==> src/rtl/reset_seq.sv <==
// Reset release sequencer: releases NUM_CHANNELS peripheral resets one at a time in index
// order with a programmable tick delay, plus per-channel software override and strap holds.
// Optional reverse-order power-down sequence is enabled by defining RESET_SEQ_PWRDN_EN.
// CSR map: BASE+0 CTRL, BASE+1 SWRST, BASE+2 DELAY.
module reset_seq #(
  parameter logic [4:0]  BASE_ADDR     = 5'h1d,
  parameter int unsigned NUM_CHANNELS  = 6,
  parameter int unsigned DELAY_WIDTH   = 4,
  parameter int unsigned DEFAULT_DELAY = 2
) (
  input  logic                    clk_i,
  input  logic                    rst_i,
  input  logic                    ce_i,
  input  logic [4:0]              csr_a_i,
  input  logic [7:0]              csr_di_i,
  input  logic                    csr_we_i,
  output logic [7:0]              csr_do_o,
  input  logic                    start_i,
  input  logic [NUM_CHANNELS-1:0] hold_i,
  output logic [NUM_CHANNELS-1:0] rst_out_o,
  output logic                    done_o
);

  localparam int unsigned StepW = 3;
  localparam logic [StepW-1:0] LastStep = StepW'(NUM_CHANNELS - 1);
  localparam logic [DELAY_WIDTH-1:0] DelayRst = DELAY_WIDTH'(DEFAULT_DELAY);
  localparam logic [4:0] AddrSwrst = BASE_ADDR + 5'd1;
  localparam logic [4:0] AddrDelay = BASE_ADDR + 5'd2;

`ifdef RESET_SEQ_PWRDN_EN
  typedef enum logic [1:0] {StSeq, StDone, StDown, StOff} state_e;
`else
  typedef enum logic [0:0] {StSeq, StDone} state_e;
`endif

  state_e                  state_q, state_d;
  logic [NUM_CHANNELS-1:0] mask_q, mask_d;
  logic [StepW-1:0]        step_q, step_d;
  logic [DELAY_WIDTH-1:0]  cnt_q, cnt_d, cnt_inc;
  logic [NUM_CHANNELS-1:0] swrst_q, swrst_d;
  logic [DELAY_WIDTH-1:0]  delay_q, delay_d;
  logic [NUM_CHANNELS-1:0] rst_out_q, rst_out_d;
  logic                    done_q, done_d;
  logic [NUM_CHANNELS-1:0] step_oh;
  logic                    fire, busy;
  logic                    ctrl_we, swrst_we, delay_we;
  logic [7:0]              rd_data;

  assign ctrl_we  = csr_we_i && (csr_a_i == BASE_ADDR);
  assign swrst_we = csr_we_i && (csr_a_i == AddrSwrst);
  assign delay_we = csr_we_i && (csr_a_i == AddrDelay);

`ifdef RESET_SEQ_PWRDN_EN
  assign busy = (state_q == StSeq) || (state_q == StDown);
`else
  assign busy = (state_q == StSeq);
`endif

  // Next-state: step timing, sequence/power-down progress, restart and CSR writes.
  always_comb begin
    state_d = state_q;
    mask_d  = mask_q;
    step_d  = step_q;
    cnt_d   = cnt_q;
    swrst_d = swrst_q;
    delay_d = delay_q;
    step_oh = NUM_CHANNELS'(1) << step_q;
    // >= rather than == so a DELAY shrunk below cnt still releases on the next tick.
    fire    = (delay_q == '0) || (ce_i && (cnt_q >= delay_q - DELAY_WIDTH'(1)));
    cnt_inc = (ce_i && !fire) ? cnt_q + DELAY_WIDTH'(1) : cnt_q;

    unique case (state_q)
      StSeq: begin
        if (fire) begin
          mask_d = mask_q & ~step_oh;
          cnt_d  = '0;
          if (step_q == LastStep) begin
            state_d = StDone;
            step_d  = '0;
          end else begin
            step_d = step_q + StepW'(1);
          end
        end else begin
          cnt_d = cnt_inc;
        end
      end
      StDone: mask_d = '0;
`ifdef RESET_SEQ_PWRDN_EN
      StDown: begin
        if (fire) begin
          mask_d = mask_q | step_oh;
          cnt_d  = '0;
          if (step_q == '0) begin
            state_d = StOff;
          end else begin
            step_d = step_q - StepW'(1);
          end
        end else begin
          cnt_d = cnt_inc;
        end
      end
      StOff: mask_d = '1;
`endif
      default: state_d = StSeq;
    endcase

`ifdef RESET_SEQ_PWRDN_EN
    if (ctrl_we && csr_di_i[1] && ((state_q == StSeq) || (state_q == StDone))) begin
      state_d = StDown;
      mask_d  = mask_q;
      step_d  = LastStep;
      cnt_d   = '0;
    end
`endif

    // Restart overrides everything, including a simultaneous power-down request.
    if (start_i || (ctrl_we && csr_di_i[0])) begin
      state_d = StSeq;
      mask_d  = '1;
      step_d  = '0;
      cnt_d   = '0;
    end

    if (swrst_we) swrst_d = csr_di_i[NUM_CHANNELS-1:0];
    if (delay_we) delay_d = csr_di_i[DELAY_WIDTH-1:0];

    rst_out_d = mask_d | swrst_q | hold_i;
    done_d    = (state_d == StDone);
  end

  // State and registered outputs with synchronous reset.
  always_ff @(posedge clk_i) begin
    if (rst_i) begin
      state_q   <= StSeq;
      mask_q    <= '1;
      step_q    <= '0;
      cnt_q     <= '0;
      swrst_q   <= '0;
      delay_q   <= DelayRst;
      rst_out_q <= '1;
      done_q    <= 1'b0;
    end else begin
      state_q   <= state_d;
      mask_q    <= mask_d;
      step_q    <= step_d;
      cnt_q     <= cnt_d;
      swrst_q   <= swrst_d;
      delay_q   <= delay_d;
      rst_out_q <= rst_out_d;
      done_q    <= done_d;
    end
  end

  // Combinational CSR read mux; zero when not addressed for the OR-combined bus.
  always_comb begin
    rd_data = '0;
    if (csr_a_i == BASE_ADDR) begin
      rd_data = {done_q, step_q, 1'b0, busy, 2'b00};
    end else if (csr_a_i == AddrSwrst) begin
      rd_data[NUM_CHANNELS-1:0] = swrst_q;
    end else if (csr_a_i == AddrDelay) begin
      rd_data[DELAY_WIDTH-1:0] = delay_q;
    end
  end

  assign csr_do_o  = rd_data;
  assign rst_out_o = rst_out_q;
  assign done_o    = done_q;

endmodule

==> config.mk <==
export PLATFORM = sky130hd
export DESIGN_NAME = reset_seq
export DESIGN_NICKNAME = d
export VERILOG_FILES = /design/src/rtl/reset_seq.sv
export SDC_FILE = /design/constraint.sdc
export NUM_CORES = 1
export LEC_CHECK = 0
export ABC_AREA = 1
export CORE_ASPECT_RATIO = 0.9
export CORE_MARGIN = 1
export CORE_UTILIZATION = 48
export DETAILED_ROUTE_END_ITERATION = 12
export GPL_ROUTABILITY_DRIVEN = 0
export HOLD_SLACK_MARGIN = 0.15
export PLACE_DENSITY = 0.82
export SYNTH_ARGS = -nofsm -noshare
export SYNTH_HDL_FRONTEND = slang
export SYNTH_SLANG_ARGS = --single-unit
==> constraint.sdc <==
create_clock -name clk_i -period 1.9 [get_ports clk_i]
set_input_delay 0.57 -clock clk_i [delete_from_list [all_inputs] [get_ports clk_i]]
set_output_delay 0.57 -clock clk_i [all_outputs]
set_load 0.02 [all_outputs]
==> flow_summary.toml, run 1 <==
[route]
dr.pass1.iters = 4
drt-total-wl_um = 4240
routed_via_density = 5.17
wl_per_cell_um = 14.2
ant_nets = 0
detail_route.drc_violations = 0
vias = 1545
drtIter0Drc = 79

[floorplanning]
rows = 18
core-area_um2 = 2860
start_util_pct = 52.4
fp.dieW_um = 60.9
die-area_um2 = 3350
die_h_um = 55.0
pin_count = 39

[worst_setup_path]
crit_arrival_ns = 1.41
startpoint_type = "input pin"
cp_max_fo = 6
critical-path-max-stage-delay_ns = 0.19
crit_chain = "buf_8 -> buf_6 -> nor2_4 -> nand3_4 -> o221ai_2 -> buf_4"
worstSetupPathType = "input pin to output pin"
cp_slowest_cell = "o221ai_2"
cp.required_ns = 1.33
worst_setup_path_end_kind = "output pin"

[synthesis]
syn_area_um2 = 1500
synth_fa_ha_area_share_pct = 5.84
avgSynthCellArea_um2 = 7.73
ys_seq_area_share_pct = 40.0
synth_xor_area_share_pct = 2.34
synth_nets = 225
ys_warn_count = 0
syn_inst = 194
synth-simple-area-share_pct = 30.1
synth_top_family_by_area = "simple AND/OR/NAND/NOR gates"
synth_seq_cells = 30
synth_mux_area_share_pct = 0
synth_compound_area_share_pct = 12.3
netlist-cell-type-count = 30

[sta]
setup_violations = 6
slew_headroom_pct = 81.2
rsz0062_at_grt = "true"
final-hold-violation-count = 0
setup_ws_ns = -0.0753
worstMarginPinSlew_ns = 0.282
period_needed_ns = 1.98
maxSlewViolCount = 0
fin_crit_sh_pct = 104
finClkSkew_ns = 0.00462
fmax_mhz = 506
hold_slack_ns = 0.475

[status]
violations = "setup timing"
outcome = "finished, violations left"

[clock_tree]
cts_buffers = 5
cts_buffer_depth = 2
cts.htree.levels = 2
cts_tree = "built"
clock_latency_ns = 0.33
cts.clk_slew.worst_paths_ns = 0.09
clockRootBuffer = "clkbuf_4"
numClockSinks = 30

[global_route]
grt_max_degree = 10
grt_overflow = 0
antenna_found_initial = 0
grt_usage_pct = 28.4
grt_pass1_wl_um = 6680
grt_pass1_vias = 1490

[placed_design]
placed_cell_area_um2 = 2050
portBuffers = 36
post-place-cells = 287
dpl.hpwl_um = 2820

[hold_path]
hp-class = "register to register"

[final_layout]
final_layout_size_suffix_gt1_share_pct = 31.7
nNetsFinal = 289
nFillCells = 187
stdcell_area_um2 = 2290
antenna-diode-count = 0
utilization_pct = 80.0
area_growth_pct = 52.5
finalNonFillerCells = 299

[power]
irDropWorstVdd_mv = 0.442
powerDensity_nw_per_um2 = 572
p_leak_nw = 1.01

[job]
maxCapViolCount = 0
==> where the power goes <==
group	switching (mW)	internal (mW)	leakage (nW)
sequential	0.00416	0.635	0.243
combinational	0.102	0.0955	0.725
clock	0.219	0.253	0.0446
==> worst paths after layout <==
kind                                 start           to  slack [ns]  cells past startpoint
worst max-delay path            csr_a_i[0]  csr_do_o[2]       -0.08                      6
worst min-delay path             mask_q[2]    mask_q[2]        0.48                      2
worst max register to register  delay_q[0]     cnt_q[0]        0.14                     11
worst min register to register   mask_q[2]    mask_q[2]        0.48                      2
==> area by class of cell <==
| cell class | count | area, um^2 | share of cell area [%] |
|---|---|---|---|
| Sequential cell | 30 | 602 | 26.3 |
| Inverter | 32 | 128 | 5.58 |
| Clock buffer | 8 | 78.8 | 3.45 |
| Timing Repair Buffer | 59 | 564 | 24.7 |
| Multi-Input combinational cell | 130 | 865 | 37.8 |
| Tap cell | 40 | 50.0 | 2.19 |
==> metal layers <==
layer | vias up | global-route usage (%) | share of wire, %
met3 | 11 | 8.60 | 6.2
met5 | - | 0 | 0
met4 | 0 | 13.3 | 2.1
met2 | 54 | 51.3 | 50
met1 | 715 | 30.7 | 42
li1 | 765 | - | -
==> cells in the mapped netlist <==
cell,instances,area (um^2)
nand3_1,21,105
or2_2,1,6.26
nand2_4,2,22.5
xnor2_1,1,8.76
a21oi_1,13,65.1
nand2_1,28,105
clkinv_1,1,3.75
nor2_1,18,67.6
nor2_4,2,22.5
nand4_1,2,12.5
nor2_2,1,6.26
o21ai_2,2,17.5
nand4_4,1,21.3
inv_4,2,12.5
nor3_1,4,20.0
o211ai_1,1,7.51
nor2_8,1,20.0
dfxtp_1,30,601
o221ai_1,1,8.76
inv_1,26,97.6
nand3_4,1,17.5
nand2_2,4,25.0
o22ai_1,4,25.0
buf_6,1,11.3
xor2_1,3,26.3
inv_2,3,11.3
buf_2,1,5.00
ha_1,7,87.6
o21ai_1,3,15.0
o21ai_0,9,45.0
==> state kept, by name, summed over array words and instances, names as in the netlist <==
register,flops
step_q,3
swrst_q,6
done_o,1
delay_q,4
rst_out_o,6
cnt_q,4
mask_q,6
==> critical path, delay by kind of cell <==
family,cells,cell delay (ns)
compound gates,1,0.19
buf+inv,3,0.37
simple gates,2,0.27
==> cells in the final DEF, fill, tap and decap left out, types with 6 or more instances in the layout <==
master           count
dfxtp_1             29
nand2_1             26
inv_1               23
buf_4               23
clkdlybuf4s50_1     22
nand3_1             19
nor2_1              16
a21oi_1             12
buf_6               11
o21ai_0              8
nand2_4              7
ha_1                 6
==> kinds of logic after synthesis <==
group                      Yosys count
AOI/OAI and AO/OA                   33
xor gates and xnor gates             4
adders and majority gates            7
buffers and inverters               34
DFF                                 30
and+or+nand+nor                     86
==> what timing repair did <==
action / CTS / global route
setup endpoints to repair: 13 / 29
hold buffers: 0 / 0
gates resized for setup: 86 / 21
pin swaps: 7 / 9
buffers inserted: 3 / 1
==> through the flow <==
stage	power, mW	worst slack [ns]	setup TNS (ns)
after detailed placement	0.820	-1.05	-7.59
after CTS	1.29	-0.0526	-0.102
final	1.31	-0.0753	-0.332
after floorplan	0.729	0.0128	0
after global routing	1.36	-0.111	-0.645
after global placement	0.817	-0.936	-7.17
Power figures use the tool's default switching activity.
==> inputs of run 2 (changes only) <==
Settings changed: CTS_BUF_LIST set to sky130_fd_sc_hd__clkbuf_16, MAX_ROUTING_LAYER set to met4, SETUP_SLACK_MARGIN set to 0.02.
==> flow_summary.toml, run 2 (same netlist as run 1, synthesis figures left out) <==
[status]
outcome = "finished, violations left"
violations = "setup timing"

[final_layout]
final_layout_size_suffix_gt1_share_pct = 33.7
nNetsFinal = 291
final_common_cell = "dfxtp_1"
final_cell_mix = "30 x dfxtp_1, 28 x buf_4, 26 x nand2_1, 23 x clkdlybuf4s50_1, 22 x inv_1"
antenna-diode-count = 0
finalNonFillerCells = 301
area_growth_pct = 57.1

[clock_tree]
cts.clk_slew.worst_paths_ns = 0.05
numClockSinks = 30
cts_buffer_depth = 2
cts_buffers = 5
clock_latency_ns = 0.27
cts_tree = "built"
clockRootBuffer = "clkbuf_16"
cts.htree.levels = 2

[worst_setup_path]
critical-path-max-stage-delay_ns = 0.21
startpoint_type = "input pin"
cp_slowest_cell = "o22ai_1"
worst_setup_path_end_kind = "output pin"
timing.rr.end = "rst_out_o[2]"
crit_top_cell = "buf_6"
cp.required_ns = 1.33
worstSetupPathType = "input pin to output pin"
crit_arrival_ns = 1.38
crit_chain = "buf_6 -> buf_6 -> nor2_4 -> nand3_4 -> o22ai_1 -> buf_4"
r2r_setup_slack_ns = 0.12
reg2reg_depth = 11
rr_startpoint = "delay_q[0]"
cpLargestDelayFamily = "buffers and inverters"
cp_max_fo = 6
startpoint = "csr_a_i[0]"
path_buf_inv = 3
critical_path.endpoint = "csr_do_o[0]"
path_depth = 6

[route]
dr.pass1.iters = 4
drt-total-wl_um = 4380
routed_via_density = 5.27
vias = 1586
ant_nets = 0
detail_route.drc_violations = 0
drtIter0Drc = 85
wl_per_cell_um = 14.6

[sta]
finClkSkew_ns = 0.00529
fin_crit_sh_pct = 103
final-hold-violation-count = 0
tns_ns = -0.111
setup_violations = 3
setup_ws_ns = -0.0527
slew_headroom_pct = 81.8
worstMarginPinSlew_ns = 0.272
fmax_mhz = 512
rsz0062_at_grt = "true"
hold_slack_ns = 0.471
period_needed_ns = 1.95
maxSlewViolCount = 0

[hold_path]
hp-class = "register to register"

[power]
p_total_mw = 1.72
powerDensity_nw_per_um2 = 728
irDropWorstVdd_mv = 0.558
p_leak_nw = 1.04

[global_route]
grt_overflow = 0
grt_usage_pct = 30.1
antenna_found_initial = 0
grt_pass1_vias = 1501
grt_pass1_wl_um = 6940
grt_max_degree = 11

[floorplanning]
rows = 18
pin_count = 39
core-area_um2 = 2860
die_h_um = 55.0
start_util_pct = 52.4
die-area_um2 = 3350
fp.dieW_um = 60.9

[placed_design]
dpl_worst_slack_ns = -0.967
dpl.hpwl_um = 2850
portBuffers = 36
post-place-cells = 290

[job]
maxCapViolCount = 0
==> run 2: worst min-delay path: cells and delay by family (launching register included) <==
| kind | cells | cell delay, ns |
|---|---|---|
| and+or+nand+nor | 2 | 0.12 |
| DFF | 1 | 0.31 |
==> run 2: metal layers <==
layer	up-vias	share of wire, %	global-route usage (%)
met5	-	0	-
met4	0	2.6	13.3
met3	14	4.5	6.74
met2	52	50	49.8
met1	750	43	35.4
li1	770	-	-
==> run 2: through the flow <==
stage	utilization (%)	area (um^2)
finish	82.4	2360
global route	82.4	2360
CTS	79.5	2270
detailed placement	72.4	2070
global placement	72.4	2070
floorplan	-	1500
==> run 2: report_power, final <==
group	leakage (nW)	switching, mW	internal [mW]
combinational	0.711	0.102	0.0927
clock	0.0836	0.269	0.612
sequential	0.243	0.00445	0.637
==> run 2: how the worst min path moves through the flow <==
stage / start / endpoint / slack, ns / cells after the start
3_3_place_gp: mask_q[0] / mask_q[0] / 0.46 / 2
2_1_floorplan: swrst_q[0] / rst_out_o[0] / 0.43 / 2
6_report: mask_q[4] / mask_q[4] / 0.47 / 2
3_5_place_dp: swrst_q[5] / rst_out_o[5] / 0.46 / 2
5_1_grt: mask_q[1] / mask_q[1] / 0.48 / 2
4_1_cts: swrst_q[4] / rst_out_o[4] / 0.47 / 2
==> run 2: final cells by class <==
| class | instances | area, um^2 |
|---|---|---|
| clock buffers | 5 | 125 |
| inverters | 32 | 125 |
| fillers | 172 | 503 |
| multi-input cells | 130 | 867 |
| repair buffers | 61 | 549 |
| clock inverters | 3 | 40.0 |
| flip-flops and latches | 30 | 601 |
| well taps | 40 | 50.0 |
==> run 2: repair_timing <==
action,CTS,global route
pin swaps,7,4
resized for setup,77,21
endpoints found under the setup margin,19,28
hold buffers,0,0
setup buffers,2,1
==> inputs of run 3 (changes only) <==
Settings changed: TNS_END_PERCENT set to 10.
==> flow_summary.toml, run 3 (same netlist as run 1, synthesis figures left out) <==
[sta]
maxSlewViolCount = 0
final-hold-violation-count = 0
finClkSkew_ns = 0.00568
tns_ns = -0.113
fin_crit_sh_pct = 103
fmax_mhz = 512
setup_ws_ns = -0.0525
rsz0062_at_grt = "true"
setup_violations = 4
hold_slack_ns = 0.472
slew_headroom_pct = 82.0
worstMarginPinSlew_ns = 0.269
period_needed_ns = 1.95

[clock_tree]
numClockSinks = 30
cts_tree = "built"
cts_buffer_depth = 2
cts_buffers = 5
clock_latency_ns = 0.27
clockRootBuffer = "clkbuf_16"
holdBufCountCts = 0
cts.htree.levels = 2
cts.clk_slew.worst_paths_ns = 0.05

[worst_setup_path]
worstSetupPathType = "input pin to output pin"
crit_arrival_ns = 1.38
cp_slowest_cell = "o221ai_2"
crit_top_cell = "buf_4"
r2r_setup_slack_ns = 0.11
startpoint_type = "input pin"
crit_chain = "buf_4 -> nand2_4 -> nor2_4 -> nand3_4 -> o221ai_2 -> buf_4"
cp_max_fo = 6
critical-path-max-stage-delay_ns = 0.20
worst_setup_path_end_kind = "output pin"
cp.required_ns = 1.33

[floorplanning]
die-area_um2 = 3350
pin_count = 39
fp.dieW_um = 60.9
core-area_um2 = 2860
start_util_pct = 52.4
die_h_um = 55.0
rows = 18

[power]
irDropWorstVdd_mv = 0.558
powerDensity_nw_per_um2 = 737
p_leak_nw = 1.03

[global_route]
antenna_found_initial = 0
grt_overflow = 0
grt_pass1_vias = 1487
grt_max_degree = 11
grt_pass1_wl_um = 6930
grt_usage_pct = 30.1

[final_layout]
antenna-diode-count = 0
final_common_cell = "dfxtp_1"
finalNonFillerCells = 300
final_layout_size_suffix_gt1_share_pct = 32.7
utilization_pct = 81.4
final_cell_mix = "30 x dfxtp_1, 29 x buf_4, 26 x nand2_1, 23 x clkdlybuf4s50_1, 22 x inv_1"
area_growth_pct = 55.2
nNetsFinal = 290

[status]
outcome = "finished, violations left"
violations = "setup timing"

[route]
dr.pass1.iters = 4
drt-total-wl_um = 4370
ant_nets = 0
wl_met1_um = 1820
wl_per_cell_um = 14.6
highest_layer = "met4"
detail_route.drc_violations = 0
vias = 1582
wl_met2_um = 2190
wl_met3_um = 247
routed_via_density = 5.27
drtIter0Drc = 96

[placed_design]
post-place-cells = 290
portBuffers = 36
dpl.hpwl_um = 2850
dpl_worst_slack_ns = -0.967

[job]
maxCapViolCount = 0

[hold_path]
hp-class = "register to register"
## run 3: changes by cell type in the layout (fill, tap and decap cells not counted), sizes merged
cell and delta:
buf -1
## run 3: repair_timing
action | CTS | global route
gates cloned | 0 | 0
resized for setup | 77 | 16
pin swaps | 7 | 3
buffers inserted | 2 | 0
setup endpoints to repair | 19 | 28
## run 3: worst max-delay path, delay by kind of cell
family,cells,cell delay [ns]
AO/OA/AOI/OAI,1,0.20
buffers and inverters,2,0.27
AND/OR/NAND/NOR,3,0.34
## run 3: path summary, 6_finish.rpt
kind / from / to / cells past startpoint
hold reg to reg: mask_q[4] / mask_q[4] / 2
setup / recovery: csr_a_i[2] / csr_do_o[2] / 6
hold / removal: mask_q[4] / mask_q[4] / 2
setup reg to reg: delay_q[0] / cnt_q[1] / 11
## run 3: cell type report
class / instances / area, um^2
multi-input combinational: 130 / 853
sequential: 30 / 601
timing repair buffer: 60 / 534
fill: 181 / 532
clock buffer: 5 / 125
inverter: 32 / 125
tap: 40 / 50.0
clock inverter: 3 / 40.0
## run 3: metal layers
metal	track usage [%]	vias up
met5	-	-
met4	11.4	0
met3	6.51	14
met2	50.7	62
met1	35.4	741
li1	-	765
## run 3: per-stage QoR
step                power, mW  instance area (um^2)
CTS                      1.71                  2270
floorplan               0.729                  1500
detailed placement      0.824                  2070
finish                   1.72                  2330
global route             1.76                  2330
global placement        0.819                  2070
## run 3: where the power goes
part / internal (mW) / total, mW / leakage, nW / switching (mW)
sequential: 0.637 / 0.641 / 0.243 / 0.00442
combinational: 0.0908 / 0.193 / 0.703 / 0.102
clock: 0.612 / 0.881 / 0.0836 / 0.270
total: 1.34 / 1.72 / 1.03 / 0.376
